===== src/rtl/alu_pkg.sv =====
// Shared definitions for the ALU command front-end: unit classes, FSM states,
// opcode field widths.
package alu_pkg;

    localparam int OP_W    = 4;
    localparam int CLASS_W = 2;
    localparam int FUN_W   = 2;

    localparam logic [CLASS_W-1:0] ARITH = 2'b00;
    localparam logic [CLASS_W-1:0] LOGIC = 2'b01;
    localparam logic [CLASS_W-1:0] CMP   = 2'b10;
    localparam logic [CLASS_W-1:0] SHIFT = 2'b11;

    typedef enum logic [1:0] {
        IDLE    = 2'd0,
        ISSUE   = 2'd1,
        CAPTURE = 2'd2,
        RESP    = 2'd3
    } ctrl_state_t;

    function automatic logic [CLASS_W-1:0] class_of(input logic [OP_W-1:0] op);
        return op[OP_W-1:OP_W-CLASS_W];
    endfunction

endpackage


===== src/rtl/alu_op_decoder.sv =====
// Combinational class decoder: turns the stored unit class and the issue
// strobe into one-hot (or all-zero) unit enables.
module alu_op_decoder
    import alu_pkg::*;
(
    input  logic [CLASS_W-1:0] op_class,
    input  logic               issue,
    output logic               arith_en,
    output logic               logic_en,
    output logic               cmp_en,
    output logic               shift_en
);

    logic [(1<<CLASS_W)-1:0] en_vec;

    for (genvar gi = 0; gi < (1 << CLASS_W); gi++) begin : g_en
        assign en_vec[gi] = issue && (op_class == CLASS_W'(gi));
    end

    assign arith_en = en_vec[ARITH];
    assign logic_en = en_vec[LOGIC];
    assign cmp_en   = en_vec[CMP];
    assign shift_en = en_vec[SHIFT];

endmodule


===== src/rtl/alu_ctrl_unit.sv =====
// ALU command front-end: accepts one op, issues it to the selected unit for a
// single cycle, captures result/flag and holds it until taken downstream.
// Optional completed-operation counter enabled by `define ALU_CTRL_OP_COUNT_EN.
module alu_ctrl_unit
    import alu_pkg::*;
#(
    parameter int width = 16
) (
    input  logic             clk,
    input  logic             rest,
    input  logic             cmd_valid,
    output logic             cmd_ready,
    input  logic [OP_W-1:0]  cmd_op,
    input  logic [width-1:0] cmd_a,
    input  logic [width-1:0] cmd_b,
    output logic [width-1:0] A,
    output logic [width-1:0] B,
    output logic [FUN_W-1:0] alu_fun,
    output logic             arith_EN,
    output logic             logic_EN,
    output logic             cmp_EN,
    output logic             shift_EN,
    input  logic [width-1:0] arith_out,
    input  logic [width-1:0] logic_out,
    input  logic [width-1:0] cmp_out,
    input  logic [width-1:0] shift_out,
    input  logic             arith_flag,
    input  logic             logic_flag,
    input  logic             cmp_flag,
    input  logic             shift_flag,
    output logic             res_valid,
    input  logic             res_ready,
    output logic [width-1:0] res_data,
    output logic             res_flag,
    output logic [15:0]      op_count
);

    ctrl_state_t      state_reg, state_next;
    logic [width-1:0] a_reg, b_reg;
    logic [OP_W-1:0]  op_reg;
    logic             flag_reg;
    logic [width-1:0] res_data_reg;
    logic             res_flag_reg;
    logic             issue;
    logic [width-1:0] sel_out;
    logic             sel_flag;

    always_ff @(posedge clk or posedge rest) begin
        if (rest) begin
            state_reg    <= IDLE;
            a_reg        <= '0;
            b_reg        <= '0;
            op_reg       <= '0;
            flag_reg     <= 1'b0;
            res_data_reg <= '0;
            res_flag_reg <= 1'b0;
        end else begin
            state_reg <= state_next;
            if (state_reg == IDLE && cmd_valid) begin
                a_reg  <= cmd_a;
                b_reg  <= cmd_b;
                op_reg <= cmd_op;
            end
            // Unit flags are combinational and only meaningful while enabled.
            if (state_reg == ISSUE)
                flag_reg <= sel_flag;
            if (state_reg == CAPTURE) begin
                res_data_reg <= sel_out;
                res_flag_reg <= flag_reg;
            end
        end
    end

    always_comb begin
        state_next = state_reg;
        cmd_ready  = 1'b0;
        res_valid  = 1'b0;
        issue      = 1'b0;
        case (state_reg)
            IDLE: begin
                cmd_ready = 1'b1;
                if (cmd_valid)
                    state_next = ISSUE;
            end
            ISSUE: begin
                issue      = 1'b1;
                state_next = CAPTURE;
            end
            CAPTURE: state_next = RESP;
            RESP: begin
                res_valid = 1'b1;
                if (res_ready)
                    state_next = IDLE;
            end
            default: state_next = IDLE;
        endcase
    end

    // Results are selected by stored class, never ORed across units.
    always_comb begin
        sel_out  = '0;
        sel_flag = 1'b0;
        case (class_of(op_reg))
            ARITH: begin sel_out = arith_out; sel_flag = arith_flag; end
            LOGIC: begin sel_out = logic_out; sel_flag = logic_flag; end
            CMP:   begin sel_out = cmp_out;   sel_flag = cmp_flag;   end
            SHIFT: begin sel_out = shift_out; sel_flag = shift_flag; end
        endcase
    end

    alu_op_decoder u_dec (
        .op_class (class_of(op_reg)),
        .issue    (issue),
        .arith_en (arith_EN),
        .logic_en (logic_EN),
        .cmp_en   (cmp_EN),
        .shift_en (shift_EN)
    );

    assign A        = a_reg;
    assign B        = b_reg;
    assign alu_fun  = op_reg[FUN_W-1:0];
    assign res_data = res_data_reg;
    assign res_flag = res_flag_reg;

`ifdef ALU_CTRL_OP_COUNT_EN
    logic [15:0] op_count_reg;

    always_ff @(posedge clk or posedge rest) begin
        if (rest)
            op_count_reg <= '0;
        else if (res_valid && res_ready)
            op_count_reg <= op_count_reg + 16'd1;
    end

    assign op_count = op_count_reg;
`else
    assign op_count = '0;
`endif

endmodule

===== config.mk =====
export PLATFORM = sky130hd
export DESIGN_NAME = alu_ctrl_unit
export DESIGN_NICKNAME = d
export VERILOG_FILES = /design/src/rtl/alu_pkg.sv /design/src/rtl/alu_op_decoder.sv /design/src/rtl/alu_ctrl_unit.sv
export SDC_FILE = /design/constraint.sdc
export NUM_CORES = 1
export LEC_CHECK = 0
export ABC_AREA = 1
export CELL_PAD_IN_SITES_DETAIL_PLACEMENT = 1
export CELL_PAD_IN_SITES_GLOBAL_PLACEMENT = 1
export CORE_MARGIN = 1.5
export CORE_UTILIZATION = 29
export CTS_BUF_LIST = sky130_fd_sc_hd__clkbuf_2 sky130_fd_sc_hd__clkbuf_4 sky130_fd_sc_hd__clkbuf_8
export DETAILED_ROUTE_END_ITERATION = 8
export MAX_ROUTING_LAYER = met4
export PLACE_DENSITY = 0.84
export SLEW_MARGIN = 20
export SYNTH_ARGS = -nofsm -noshare
export SYNTH_HDL_FRONTEND = slang
export SYNTH_HIERARCHICAL = 1
export SYNTH_SLANG_ARGS = --single-unit

===== constraint.sdc =====
create_clock -name clk -period 2.7 [get_ports clk]
set_input_delay 0.27 -clock clk [delete_from_list [all_inputs] [get_ports clk]]
set_output_delay 0.27 -clock clk [all_outputs]
set_load 0.03 [all_outputs]

==> results of run 1 <==
## stage by stage
stage | utilization, % | setup WS [ps] | instances
after detailed placement | 46.2 | 818 | 606
after global placement | 46.2 | 911 | 606
final | 47.1 | 487 | 614
after CTS | 47.1 | 446 | 614
after floorplan | - | 1010 | 335
after global routing | 47.1 | 326 | 614
## critical path, stage by stage, from the launching register on
cell	delay, ps
dfrtp_1	420
inv_1	140
ha_1	210
nand2_1	80
nor2_1	100
clkdlybuf4s50_1	690
## power by group through the flow
stage | clock (mW) | sequential (mW) | combinational (mW)
2_1_floorplan | 0 | 2.22 | 1.49
3_3_place_gp | 0 | 1.50 | 3.39
3_5_place_dp | 0 | 1.52 | 3.50
4_1_cts | 0.510 | 1.51 | 3.51
5_1_grt | 0.537 | 1.57 | 3.73
6_report | 0.484 | 1.51 | 3.45
## cell type report
class	count	area share (%)
clock buffers	5	1.44
clock inverters	3	0.444
inverters	29	2.27
multi-input cells	215	27.4
flip-flops and latches	56	29.2
well taps	136	3.55
repair buffers	170	35.7
## path summary, 6_finish.rpt
| check | depth (start not counted) | endpoint | from | slack [ps] |
|---|---|---|---|---|
| setup reg to reg | 5 | B[6] | state_reg[0] | 980 |
| hold reg to reg | 2 | res_data[1] | res_data[1] | 490 |
| min in group clk | 2 | res_data[1] | res_data[1] | 490 |
| setup / recovery | 5 | cmp_EN | state_reg[1] | 490 |
| max in group asynchronous | 3 | B[15] | rest | 1750 |
| hold / removal | 2 | B[6] | rest | 360 |
## cells by family (layout without fill, tap and decap cells)
family | Yosys count | after routing | synth area share (%)
other cells | 1 | 16 | 0.125
fa+ha+maj | 5 | 5 | 2.08
buf+inv | 64 | 207 | 11.9
flops | 56 | 56 | 46.5
compound gates | 38 | 38 | 7.73
mux | 34 | 34 | 14.7
simple gates | 122 | 122 | 17.0
## layout by cell type, fill, tap and decap left out, drive strengths merged
| master | netlist | final |
|---|---|---|
| mux2 | 34 | 34 |
| dfrtp | 56 | 56 |
| o21bai | 17 | 17 |
| clkinvlp | 0 | 1 |
| conb | 1 | 16 |
| clkbuf | 1 | 5 |
| ha | 5 | 5 |
| nor2 | 9 | 9 |
| nand3 | 36 | 36 |
| a21oi | 20 | 20 |
| o21ai | 1 | 1 |
| inv | 29 | 30 |
| clkdlybuf4s50 | 0 | 164 |
| nand2 | 77 | 77 |
| buf | 34 | 6 |
| clkinv | 0 | 1 |
## metal layers
metal / wire [um] / vias to the layer above
met3: 856 / 11
met4: 111 / 0
met5: 0 / -
met2: 4610 / 130
li1: - / 1307
met1: 3940 / 1339
==> results.md, run 1 <==
- Outcome: finished clean
- Fraction of layout cells with a size suffix above 1: 11.3%
- RSZ-0062 raised after global routing: no
- Layout Skew: 7.82 ps
- Cell Area, Synth: 0.00301 mm^2
- GRT Total Usage: between 10% and 20%
- DP Area: 0.00470 mm^2
- Period minus WS final: 2210 ps
- Core box area: 0.0102 mm^2
- Clock power share: 8.9%
- Maximum clock insertion buffer count: 2
- Die width: 105 um
- Met2 GRT Util: 31.0%
- Sw power: 2.49 mW
- Vias in the first global route: 3036
- # fillers: 1180
- Crit-path max FO: 4
- Count leader, synth: nand2_1
- Initial antenna violation count: 0
- Cell taking the most area after synthesis: dfrtp_1
- Hold_ws: 361 ps
- Count of cell types in the netlist: 19
- Hold Fails Final Rpt: 0
- Root buf cell: clkbuf_8
- Post-Syn Instances: 320
- Vias per inst: 4.54
- Setup violators final: 0
- CTS tree: done
- Internal Power: between 2 and 3 mW
- Req. time, crit path: 2430 ps
- Initial core utilization: slightly below 30%
- Area Overhead vs Synth: 59.2%
- Grt total ovfl: 0
- Die Y: 105 um
- IO Count: 181
- Area of the multi-input gates: 0.00131 mm^2
- Row cnt: 37
- Port Buffers: between 150 and 200
- Fin Setup TNS: 0 ps
- PD cells: 1140 mW/mm^2
- CTS hold repair buffers: 0
- Max Fclk: 452 MHz
- Ys async rst share: 100%
- Crit Path Class: flip-flop to primary output
- Leak pwr: 2.27 nW
- Global route hottest layer: met2
- Crit. End Element: primary output
- Max cap viols: 0
- Syn. warnings: 6
- Routed vias: 2787
- Register area: 0.00140 mm^2
- Flops & latches, synth: 56
- Final #Nets: approximately 600
- Setup Buffers After CTS: 0
- Combinational fraction of design power: 63.4%
- Hold WC Path Type: primary input to asynchronous set/reset pin
- DP HPWL: 7340 um
- Net Sw Frac: 45.7%
- Avg Cell Area, Syn: 9.41 um^2
- Slew headroom: 54.6%
- DRC errors left: 0
- Routed len/inst: 15.5 um
- Startpoint types: flip-flop
- Slew Limit Fails: 0
- Slew @ Worst Pin: 680 ps
- EDFF count, synth: 0
- Clock transition at path regs: ~110 ps
- Global placement routability congestion: 0.780
- Detailed Routing Iterations Pass 1: 4
- Synth top area share: 46.5%
- Antenna diodes: 0
- Crit share post-route: 82.0%
- Total CTS buffers: 5
- Met1 usage: 20.4%
- H-tree Lvls: 2
- Leading post-synthesis cells by cell area: dfrtp_1, nand2_1, mux2_4
- DRT antenna net count: 0
- Largest net degree at the start of global routing: 34
- DR iter-0 viols: 102
- Clock Latency Late Sink: slightly above 300 ps
- Sequential power share: 27.7%
- Total power: 5.44 mW
- Most used DFF post-synth: dfrtp_1
- PostCTS Resize Cnt: 0
- DIE AREA: ~0.011 mm^2
- Seq/Total Area, Yosys: between 40% and 50%
- # clock sinks: 56
- VDD IR max: 0.596 mV
- Total wire length: 9520 um
- Worst Path Arrival: approximately 1900 ps
- Most frequent cells after synthesis: nand2_1, dfrtp_1, nand3_1, inv_1, buf_4
- Final instance area: 0.00479 mm^2
- Grt met3 use: slightly below 6%
- Wire length of the first global-routing pass: 15300 um
No activity file was read; power rests on OpenSTA's default activity.
==> inputs of run 2 (changes only) <==
CORE_UTILIZATION = 25   (was 29)
PLACE_DENSITY = 0.77   (was 0.84)
clock period = 1.9 ns   (was 2.7 ns; I/O delays follow)
==> run 2 against run 1 <==
Effect of this change: wire length up 1.9%; final cell count grew 0.81%; worst setup slack worse by 380 ps; critical path type unchanged; highest routed layer unchanged; clock power is 88% higher; combinational power grew 41%; largest power group unchanged.
==> results.md, run 2 (synthesis gave the netlist of run 1 again) <==
- Startpoint types: flip-flop
- Period minus WS final: between 1500 and 2000 ps
- Combinational fraction of design power: 61.0% (-2.4 points)
- Clock transition at path regs: 100 ps (about the same)
- Crit share post-route: 94.6%
- Vias per inst: 4.39 (-3.4%)
- Largest net degree at the start of global routing: 57 (+68%)
- Final instance area: 0.00483 mm^2 (+0.86%)
- Row cnt: 39 (+5.4%)
- Setup violators final: 0 (unchanged)
- Hold_ws: 256 ps (-104 ps)
- VDD IR max: 0.835 mV (+40%)
- Maximum clock insertion buffer count: 2 (unchanged)
- Max cap viols: 0 (unchanged)
- PD cells: 1640 mW/mm^2 (+45%)
- Root buf cell: clkbuf_8
- Port Buffers: 164 (unchanged)
- Final #Nets: 589 (-0.17%)
- Internal Power: 4.46 mW (+51%)
- Clock power share: 11.5% (+2.6 points)
- Max Fclk: between 500 and 600 MHz
- Initial core utilization: 26.0% (-3.5 points)
- Sw power: 3.49 mW (+40%)
- GRT Total Usage: 15.8% (-2.2 points)
- DP HPWL: 7350 um (+0.21%)
- # clock sinks: 56 (unchanged)
- DR iter-0 viols: 107 (+4.9%)
- Outcome: finished clean
- Routed vias: 2715 (-2.6%)
- Slew @ Worst Pin: 514 ps (-165 ps)
- Setup Buffers After CTS: 0 (unchanged)
- RSZ-0062 raised after global routing: no
- CTS tree: done
- Slew Limit Fails: 0 (unchanged)
- Detailed Routing Iterations Pass 1: 4 (unchanged)
- Most common cell after layout, fill and taps aside: clkdlybuf4s50_1
- Die Y: 113 um (+7.5%)
- Initial antenna violation count: 0 (unchanged)
- Fin Setup TNS: 0 ps (unchanged)
- IO Count: 181 (unchanged)
- Antenna diodes: 0 (unchanged)
- Critical path's top delay family: buffers and inverters
- Grt total ovfl: 0 (unchanged)
- Hold Fails Final Rpt: 0 (unchanged)
- Die width: 113 um (+7.5%)
- DP Area: 0.00471 mm^2 (about the same)
- Worst Path Arrival: 1610 ps (-330 ps)
- DRT antenna net count: 0 (unchanged)
- Hold WC Path Type: primary input to asynchronous set/reset pin
- Area Overhead vs Synth: 60.5%
- Slew headroom: 65.6% (+11 points)
- Core box area: 0.0116 mm^2 (+14%)
- Req. time, crit path: 1710 ps (-720 ps)
- Worst path cell trace: ha_1, clkdlybuf4s50_1
- Commonest cells after routing, fill and taps aside: clkdlybuf4s50_1, nand2_1, dfrtp_1
- DRC errors left: 0 (unchanged)
- Net Sw Frac: 43.9% (-1.8 points)
- H-tree Lvls: 2 (unchanged)
- Wire length of the first global-routing pass: 15400 um (+0.58%)
- CP max stage delay: 680 ps (about the same)
- Slowest CP cell: clkdlybuf4s50_1
- # fillers: 1335 (+13%)
- Total wire length: 9700 um (+1.9%)
- Total CTS buffers: 5 (unchanged)
- Clock Latency Late Sink: 310 ps (about the same)
- Crit Path Class: flip-flop to primary output
- DIE AREA: 0.0127 mm^2 (+16%)
- Global placement routability congestion: 0.774 (-0.67%)
- Leak pwr: 2.30 nW (+1.4%)
- Vias in the first global route: 3065 (+0.96%)
- Crit-path max FO: 4 (unchanged)
- Routed len/inst: 15.7 um (+1.1%)
- Sequential power share: 27.6% (about the same)
- Crit. End Element: primary output
- CTS hold repair buffers: 0 (unchanged)
- Fraction of layout cells with a size suffix above 1: 11.8% (+0.47 points)
- CP bufs+invs: 1 (-1)
- Layout Skew: 5.05 ps (-2.77 ps)
run 2: final timing paths:
kind	to	slack [ps]	start	cells after the start
max	res_valid	100	state_reg[0]	2
min	op_reg[0]	260	rest	3
max reg2reg	A[12]	240	state_reg[0]	5
min reg2reg	res_data[9]	490	res_data[9]	2
max in group asynchronous	B[9]	1390	rest	3
min in group clk	op_reg[2]	460	cmd_op[2]	3
run 2: area by class of cell:
cell class              instances  area, um^2  share of cell area (%)
clock buffers                   5        68.8                    1.42
clock inverters                 2        60.1                    1.24
inverters                      29         109                    2.25
multi-input cells             215        1310                    27.1
flip-flops and latches         56        1400                    29.0
well taps                     143         179                    3.70
repair buffers                169        1710                    35.3
run 2: power by group through the flow:
stage	Sequential, mW	Clock (mW)	Combinational, mW
after floorplan	3.15	0	2.12
after global placement	2.19	0	4.80
after detailed placement	2.22	0	4.92
after CTS	2.21	0.959	4.93
after global routing	2.28	1.00	5.24
final	2.19	0.912	4.85
run 2: through the flow:
stage | setup slack, ps | utilization, % | std cells | power [mW]
CTS | 60.8 | 41.8 | 619 | 8.10
floorplan | 211 | - | 335 | 5.27
global route | 52.8 | 41.8 | 619 | 8.52
finish | 103 | 41.8 | 619 | 7.95
detailed placement | 224 | 40.7 | 612 | 7.14
global placement | 294 | 40.7 | 612 | 6.99
run 2: worst min-delay path, delay by kind of cell:
| kind | cells | cell delay [ps] |
|---|---|---|
| buf+inv | 3 | 770 |
run 2: metal layers:
metal / up-vias / global-route usage (%) / share of wire (%)
li1: 1303 / - / -
met1: 1275 / 19.6 / 43
met2: 133 / 26.3 / 47
met3: 4 / 4.12 / 9.0
met4: 0 / 2.78 / 0.56
met5: - / - / 0
run 2: repair_timing:
item	CTS	global route
gates resized for setup	1	0
endpoints found under the setup margin	1	0
hold endpoints to repair	0	0
==> inputs of run 3 (changes only) <==
--- a/config.mk
+++ b/config.mk
@@ -12,3 +12,3 @@
 export CORE_UTILIZATION = 25
-export CTS_BUF_LIST = sky130_fd_sc_hd__clkbuf_2 sky130_fd_sc_hd__clkbuf_4 sky130_fd_sc_hd__clkbuf_8
+export CTS_BUF_LIST = sky130_fd_sc_hd__clkbuf_4
 export DETAILED_ROUTE_END_ITERATION = 8
--- a/constraint.sdc
+++ b/constraint.sdc
@@ -3,2 +3,2 @@
 set_output_delay 0.19 -clock clk [all_outputs]
-set_load 0.03 [all_outputs]
+set_load 0.005 [all_outputs]
==> run 3 against run 2 <==
Effect of this change: combinational power is 22% lower; die area stayed put; critical path type unchanged; clock skew is 11 ps higher; critical endpoint is now cmd_ready; maximum frequency is 4.9% higher; largest cell class unchanged; sequential cell count stayed put; register-to-register slack worse by 20 ps; wire length is 0.96% lower; highest routed layer unchanged.
==> results.md, run 3 (synthesis gave the netlist of run 1 again) <==
- Crit. End Element: primary output
- Row cnt: 39 (unchanged)
- Grt total ovfl: 0 (unchanged)
- Vias per inst: 4.40 (+0.37%)
- Commonest cells after routing, fill and taps aside: clkdlybuf4s50_1, nand2_1, dfrtp_1
- Most common cell after layout, fill and taps aside: clkdlybuf4s50_1
- Leak pwr: 2.30 nW (about the same)
- RSZ-0062 raised after global routing: no
- Period minus WS final: 1710 ps (-83.4 ps)
- VDD IR max: 0.662 mV (-21%)
- Slew @ Worst Pin: 512 ps (-2.00 ps)
- Grt met3 use: 4.82% (+0.70 points)
- H-tree Lvls: 2 (unchanged)
- Hold Fails Final Rpt: 0 (unchanged)
- Final #Nets: 593 (+0.68%)
- Max Fclk: 584 MHz (+4.9%)
- CTS hold repair buffers: 0 (unchanged)
- Crit Path Class: flip-flop to primary output
- Vias in the first global route: 3112 (+1.5%)
- Total wire length: 9610 um (-0.96%)
- Largest net degree at the start of global routing: 57 (unchanged)
- DP HPWL: 7130 um (-3.1%)
- Maximum clock insertion buffer count: 2 (unchanged)
- Core box area: 0.0116 mm^2 (unchanged)
- Crit-path max FO: 3 (-1)
- Routed vias: 2747 (+1.2%)
- Total CTS buffers: 5 (unchanged)
- CTS tree: done
- Max cap viols: 0 (unchanged)
- DRT antenna net count: 0 (unchanged)
- Global placement routability congestion: 0.767 (-0.93%)
- Global route hottest layer: met2
- GRT Total Usage: 16.0% (+0.21 points)
- Detailed Routing Iterations Pass 1: 4 (unchanged)
- Startpoint types: flip-flop
- Worst Setup Slack, final: 186 ps (+83.4 ps)
- Fin Setup TNS: 0 ps (unchanged)
- Hold WC Path Type: primary input to asynchronous set/reset pin
- Met1 usage: 18.8% (-0.86 points)
- Antenna diodes: 0 (unchanged)
- Final cell count without fillers: 624 (+0.81%)
- Final core utilization: 41.6% (-0.19 points)
- PD cells: 1360 mW/mm^2 (-17%)
- Req. time, crit path: 1710 ps (about the same)
- Worst Path Arrival: 1520 ps (-90 ps)
- Slew Limit Fails: 0 (unchanged)
- DR iter-0 viols: 126 (+18%)
- R2r setup slk: 220 ps (-20 ps)
- Layout Skew: 15.6 ps (+10.6 ps)
- DIE AREA: 0.0127 mm^2 (unchanged)
- Area Overhead vs Synth: 59.8%
- Clock Latency Late Sink: 420 ps (+110 ps)
- Routed len/inst: 15.4 um (-1.8%)
- # fillers: 1353 (+1.3%)
- Port Buffers: 164 (unchanged)
- IO Count: 181 (unchanged)
- Initial antenna violation count: 0 (unchanged)
- DRC errors left: 0 (unchanged)
- Die width: 113 um (unchanged)
- Crit share post-route: 90.2% (-4.4 points)
- Met2 GRT Util: 26.7% (+0.45 points)
- Clock transition at path regs: 180 ps (+80 ps)
- Die Y: 113 um (unchanged)
- Fraction of layout cells with a size suffix above 1: 12.3% (+0.50 points)
- # clock sinks: 56 (unchanged)
- Outcome: finished clean
- Wire length of the first global-routing pass: 15500 um (+0.49%)
- Area of the multi-input gates: 0.00132 mm^2 (+0.95%)
- Setup violators final: 0 (unchanged)
- Place WS: 237 ps (+12.6 ps)
- Register area: 0.00140 mm^2 (about the same)
- Slew headroom: 65.8% (+0.13 points)
- Root buf cell: clkbuf_4
- Cell count after placement: 613 (+0.16%)
- Initial core utilization: 26.0% (unchanged)
==> run 3: what timing repair did <==
action | 4_1_cts | 5_1_grt
setup endpoints to repair | 5 | 0
hold endpoints to repair | 0 | 0
buffers inserted | 3 | 0
gates resized for setup | 10 | 0
==> run 3: worst max-delay path, cell delays in order, from the launching register on <==
cell and delay, ps:
dfrtp_1 430, inv_2 80, buf_4 120, ha_1 190, dlygate4sd2_1 280
==> run 3: layout make-up <==
type | instances | share of cell area [%]
well taps | 143 | 3.72
repair buffers | 173 | 36.1
multi-input cells | 215 | 27.5
clock inverters | 3 | 0.442
flip-flops and latches | 56 | 29.1
clock buffers | 5 | 0.780
inverters | 29 | 2.26
==> run 3: report_power, final <==
group | switching [mW] | total [mW] | internal, mW
sequential | 0.353 | 2.15 | 1.79
clock | 0.436 | 0.587 | 0.151
combinational | 1.61 | 3.80 | 2.19
==> run 3: path summary, 6_finish.rpt <==
| kind | end | cells past startpoint | start |
|---|---|---|---|
| setup reg to reg | B[1] | 6 | state_reg[1] |
| hold reg to reg | res_data[1] | 2 | res_data[1] |
| setup / recovery | cmd_ready | 4 | state_reg[1] |
| hold / removal | A[13] | 3 | rest |
| min in group clk | op_reg[3] | 3 | cmd_op[3] |
| max in group asynchronous | state_reg[0] | 3 | rest |
==> run 3: routing by layer <==
| metal | up-vias | wire [um] |
|---|---|---|
| li1 | 1317 | - |
| met2 | 131 | 4490 |
| met3 | 9 | 843 |
| met5 | - | 0 |
| met4 | 0 | 129 |
| met1 | 1290 | 4150 |
==> run 3: through the flow <==
step,total power [mW],hold WS [ps],instance area (um^2)
after global routing,7.10,128,4810
after global placement,5.86,462,4720
final,6.54,126,4810
after detailed placement,6.00,465,4720
after floorplan,4.12,339,3070
after CTS,6.68,119,4810
